### src/rtl/spart_rx.sv
// spart_rx: SPART receive stage.
// Oversamples the asynchronous rxd line on the baud generator's enable tick and
// deframes 8N1 characters, LSB first. The received byte and the data-available
// flag feed the bus interface; processor reads clear the flags.
//
// Ports:
//   clk         system clock
//   rst_n       synchronous reset, active low
//   enable      single-cycle oversample tick from the baud generator
//   rxd         asynchronous serial receive line, idle high
//   iocs        chip select
//   iorw        1 = processor read
//   ioaddr      00 IO_XFER, 01 REG_RD (status), 1x divisor
//   rx_data     last correctly framed byte
//   rda         receive data available
//   framing_err sticky, stop bit sampled low
//   overrun     sticky, byte completed while rda was already set
//
// State   | meaning
// S_IDLE  | line idle, waiting for a low sample
// S_START | start bit seen, confirming it at mid-bit
// S_DATA  | shifting in 8 data bits, sampled mid-bit
// S_STOP  | checking the stop bit
module spart_rx #(
  parameter int OVERSAMPLE = 16,
  parameter int SAMPLE_PT  = OVERSAMPLE / 2 - 1
) (
  input  logic       clk,
  input  logic       rst_n,
  input  logic       enable,
  input  logic       rxd,
  input  logic       iocs,
  input  logic       iorw,
  input  logic [1:0] ioaddr,
  output logic [7:0] rx_data,
  output logic       rda,
  output logic       framing_err,
  output logic       overrun
);

  localparam int TW = $clog2(OVERSAMPLE);
  localparam logic [TW-1:0] TICK_SAMPLE = TW'(SAMPLE_PT);
  localparam logic [TW-1:0] TICK_LAST   = TW'(OVERSAMPLE - 1);

  typedef enum logic [1:0] {
    S_IDLE,
    S_START,
    S_DATA,
    S_STOP
  } state_t;

  state_t          state_q, state_d;
  logic            sync1_q, sync1_d;
  logic            rxs_q, rxs_d;
  logic [TW-1:0]   tick_q, tick_d;
  logic [2:0]      bit_q, bit_d;
  logic [7:0]      shift_q, shift_d;
  logic [7:0]      rx_data_q, rx_data_d;
  logic            rda_q, rda_d;
  logic            ferr_q, ferr_d;
  logic            ovr_q, ovr_d;

  logic            xfer_rd;
  logic            stat_rd;
  logic            done_ok;
  logic            done_bad;

  always_comb begin
    state_d   = state_q;
    sync1_d   = rxd;
    rxs_d     = sync1_q;
    tick_d    = tick_q;
    bit_d     = bit_q;
    shift_d   = shift_q;
    done_ok   = 1'b0;
    done_bad  = 1'b0;

    xfer_rd = iocs & iorw & (ioaddr == 2'b00);
    stat_rd = iocs & iorw & (ioaddr == 2'b01);

    if (enable) begin
      case (state_q)
        S_IDLE: begin
          tick_d = '0;
          // The detecting tick counts as tick 0, so START begins at 1.
          if (!rxs_q) begin
            state_d = S_START;
            tick_d  = TW'(1);
          end
        end
        S_START: begin
          if (tick_q == TICK_SAMPLE) begin
            // Restarting the count here puts every later sample mid-bit.
            tick_d = '0;
            if (rxs_q) begin
              state_d = S_IDLE;
            end else begin
              state_d = S_DATA;
              bit_d   = 3'd0;
            end
          end else begin
            tick_d = tick_q + TW'(1);
          end
        end
        S_DATA: begin
          if (tick_q == TICK_LAST) begin
            tick_d         = '0;
            shift_d[bit_q] = rxs_q;
            if (bit_q == 3'd7) begin
              state_d = S_STOP;
            end else begin
              bit_d = bit_q + 3'd1;
            end
          end else begin
            tick_d = tick_q + TW'(1);
          end
        end
        S_STOP: begin
          if (tick_q == TICK_LAST) begin
            // Finishing at mid stop bit leaves half a bit of margin for
            // baud mismatch before the next start edge.
            tick_d  = '0;
            bit_d   = 3'd0;
            state_d = S_IDLE;
            if (rxs_q) begin
              done_ok = 1'b1;
            end else begin
              done_bad = 1'b1;
            end
          end else begin
            tick_d = tick_q + TW'(1);
          end
        end
        default: begin
          state_d = S_IDLE;
          tick_d  = '0;
          bit_d   = 3'd0;
        end
      endcase
    end

    rx_data_d = done_ok ? shift_q : rx_data_q;

    // A completion outranks a same-cycle IO_XFER read.
    if (done_ok) begin
      rda_d = 1'b1;
    end else if (xfer_rd) begin
      rda_d = 1'b0;
    end else begin
      rda_d = rda_q;
    end

    // Data consumed in the completion cycle is not an overrun.
    if (done_ok && rda_q && !xfer_rd) begin
      ovr_d = 1'b1;
    end else if (stat_rd) begin
      ovr_d = 1'b0;
    end else begin
      ovr_d = ovr_q;
    end

    if (done_bad) begin
      ferr_d = 1'b1;
    end else if (stat_rd) begin
      ferr_d = 1'b0;
    end else begin
      ferr_d = ferr_q;
    end
  end

  always_ff @(posedge clk) begin
    if (!rst_n) begin
      state_q   <= S_IDLE;
      sync1_q   <= 1'b1;
      rxs_q     <= 1'b1;
      tick_q    <= '0;
      bit_q     <= 3'd0;
      shift_q   <= 8'h00;
      rx_data_q <= 8'h00;
      rda_q     <= 1'b0;
      ferr_q    <= 1'b0;
      ovr_q     <= 1'b0;
    end else begin
      state_q   <= state_d;
      sync1_q   <= sync1_d;
      rxs_q     <= rxs_d;
      tick_q    <= tick_d;
      bit_q     <= bit_d;
      shift_q   <= shift_d;
      rx_data_q <= rx_data_d;
      rda_q     <= rda_d;
      ferr_q    <= ferr_d;
      ovr_q     <= ovr_d;
    end
  end

  assign rx_data     = rx_data_q;
  assign rda         = rda_q;
  assign framing_err = ferr_q;
  assign overrun     = ovr_q;

endmodule

### config.mk
export PLATFORM = sky130hd
export DESIGN_NAME = spart_rx
export DESIGN_NICKNAME = d
export VERILOG_FILES = /design/src/rtl/spart_rx.sv
export SDC_FILE = /design/constraint.sdc
export NUM_CORES = 1
export LEC_CHECK = 0
export BUFFER_PORTS_ARGS = -buffer_cell sky130_fd_sc_hd__buf_2
export CAP_MARGIN = 40
export CORE_MARGIN = 2
export CORE_UTILIZATION = 33
export DETAILED_ROUTE_END_ITERATION = 8
export PLACE_DENSITY_LB_ADDON = 0.15
export SLEW_MARGIN = 20
export SYNTH_ARGS = -nofsm -noshare
export SYNTH_HDL_FRONTEND = slang
export SYNTH_SLANG_ARGS = --single-unit
### constraint.sdc
create_clock -name clk -period 3 [get_ports clk]
set_input_delay 0.45 -clock clk [delete_from_list [all_inputs] [get_ports clk]]
set_output_delay 0.45 -clock clk [all_outputs]
set_load 0.03 [all_outputs]
==> impl_metrics.env <==
export IMPL_outcome="completed"
export IMPL_synthTopCellsByArea="dfxtp_1 (42%), mux2i_1 (13%), nor2_1 (6.6%)"
export IMPL_grt_pass1_vias=1117
export IMPL_finClkSkew_ns=0.007108
export IMPL_min_period_ns=1.902
export IMPL_vias_per_cell=5.084
export IMPL_drtPass1Iterations=4
export IMPL_hpwlAfterDp_um=2068
export IMPL_ant_nets=0
export IMPL_ys_types=36
export IMPL_post_cts_resized=0
export IMPL_setup_tns_ns=0
export IMPL_numCtsBuffers=5
export IMPL_final_cell_mix="dfxtp_1 (30), nor2_1 (25), mux2i_1 (18), buf_2 (18), a21oi_1 (10)"
export IMPL_cap_violations=0
export IMPL_cts_buffer_depth=2
export IMPL_yosys_area_top_type="dfxtp_1"
export IMPL_die_h_um=69.49
export IMPL_fmax_mhz=525.7
export IMPL_vias=1149
export IMPL_cts_tree="done"
export IMPL_clk_latency_ns=0.28
export IMPL_worstSetupStartpointType="flop"
export IMPL_clockRootBuffer="clkbuf_8"
export IMPL_coreArea_um2=4058
export IMPL_start_util_pct=34.88
export IMPL_peakVddDrop_mv=0.2810
export IMPL_final_setup_viol_count=0
export IMPL_drcViolationCount=0
export IMPL_path_class="flop to flop"
export IMPL_crit_fanout=8
export IMPL_grt_pass1_wl_um=5064
export IMPL_slew_viol_final=0
export IMPL_cellPowerDensity_nw_per_um2=462.9
export IMPL_syn_inst=158
export IMPL_wl_um=2936
export IMPL_dp_cells=218
export IMPL_cts_sinks=30
export IMPL_finalNonFillerCells=226
export IMPL_rsz0062_at_grt="no"
export IMPL_drt_iter0_markers=66
export IMPL_rows=23
export IMPL_synth_avg_cell_area_um2=8.956
export IMPL_syn_nets=169
export IMPL_fin_crit_sh_pct=63.41
export IMPL_endpoint_kind="flop"
export IMPL_ys_ff_latch=30
export IMPL_ios=19
export IMPL_post_cts_setup_buffers=0
export IMPL_n_antenna_cell=0
export IMPL_p_total_mw=0.7593
export IMPL_slew_headroom_pct=66.64
export IMPL_synth_area_um2=1415
export IMPL_leakagePower_nw=0.6309
export IMPL_grt_max_degree=28
export IMPL_nNetsFinal=186
export IMPL_required_ns=3.16
export IMPL_place_congestion=0.7629
export IMPL_cts_htree_levels=2
export IMPL_netlist_area_leader_share_pct=42.44
export IMPL_die_area_um2=4828
export IMPL_critPathArrivalTime_ns=2.06
export IMPL_grtUsageTotal_pct=12.95
export IMPL_syn_to_final_growth_pct=15.91
export IMPL_seq_area_frac_synth_pct=42.44
export IMPL_numPortBuffers=18
export IMPL_drive_above_1_share_pct=19.89
export IMPL_worst_slew_pin_transition_ns=0.4998
export IMPL_gr_total_overflow=0
export IMPL_hold_viol_final=0
export IMPL_die_x_um=69.49
export IMPL_clkTransAtPathRegs_ns=0.07
export IMPL_antenna_found_initial=0
export IMPL_post_drt_wl_per_cell_um=12.99
export IMPL_cts_hold_buf=0
export IMPL_yosysWarningCount=0
export IMPL_layout_commonest_cell="dfxtp_1"
export IMPL_min_path_type="input pin to flop"
-- cell families after synthesis --
group / share of synthesized area (%)
buffers and inverters: 4.067
AOI/OAI and AO/OA: 10.70
DFF: 42.44
adders and majority gates: 2.653
and+or+nand+nor: 26.79
xor gates and xnor gates: 0.6190
muxes: 12.73
-- power breakdown --
group | internal [mW] | switching (mW)
Sequential | 0.401 | 0.00438
Clock | 0.184 | 0.147
Combinational | 0.00911 | 0.0139
-- flip-flops by register name, indices dropped and copies added, names as in the netlist, named ones only --
register	cells
rxs_d	1
framing_err	1
rda	1
rx_data	8
shift_q	8
overrun	1
rxs_q	1
state_q	1
tick_q	4
bit_q	3
-- worst paths after layout --
check                 start    endpoint  slack (ns)  cells past startpoint
hold / removal          rxd       rxs_d        0.36                      2
hold reg to reg       rxs_d       rxs_q        0.42                      1
setup reg to reg  tick_q[0]  rx_data[3]        1.10                      6
setup / recovery  tick_q[0]  rx_data[3]        1.10                      6
-- Yosys cell counts --
cell type	instances
nand4bb_1	1
a21boi_0	2
nand3_1	5
clkbuf_1	6
nand3_4	1
o311a_1	1
nor4b_1	1
or2_4	1
nand4_1	2
nand2_1	7
or3_1	1
o211ai_1	1
inv_1	3
or3_2	1
dfxtp_1	30
ha_1	3
nor4_1	2
and4bb_2	1
mux2i_1	18
or2b_1	1
clkinv_1	1
nor2_1	25
and3_2	1
a31oi_1	2
and4b_2	1
or4b_1	1
a21oi_1	10
nand4b_1	5
a2bb2oi_1	1
o31a_1	2
nor2b_1	1
nand2b_1	4
nor3_1	5
o21ai_0	6
buf_2	4
xor2_1	1
-- metrics by stage --
stage / utilization (%) / setup slack (ns) / hold slack [ns] / area (µm²)
after global placement: 38.08 / 1.160 / 0.3978 / 1545
after detailed placement: 38.08 / 1.094 / 0.4092 / 1545
after CTS: 40.43 / 1.068 / 0.3487 / 1640
after floorplan: - / 1.333 / 0.3863 / 1415
after global routing: 40.43 / 0.9530 / 0.3757 / 1640
final: 40.43 / 1.098 / 0.3597 / 1640
-- layout make-up --
class / instances / area [µm²]
fillers: 406 / 2417
multi-input cells: 114 / 762.0
flip-flops and latches: 30 / 600.6
repair buffers: 20 / 105.1
clock buffers: 6 / 82.58
well taps: 50 / 62.56
inverters: 4 / 15.01
clock inverters: 2 / 12.51
-- metal layers --
layer / part of all wire (%) / wire length (µm) / track usage (%)
met1: 48 / 1412 / 16.06
met3: 3.7 / 110 / 4.215
met5: 0 / 0 / 0
met4: 0.75 / 22 / 4.575
met2: 47 / 1390 / 21.05
-- worst max-delay path, stage by stage (launching register included) --
cell	delay, ns
dfxtp_1	0.38
ha_1	0.31
nand3_4	0.15
nor3_2	0.44
buf_4	0.26
mux2i_1	0.19
nor2_1	0.05
Power figures use the tool's default switching activity.
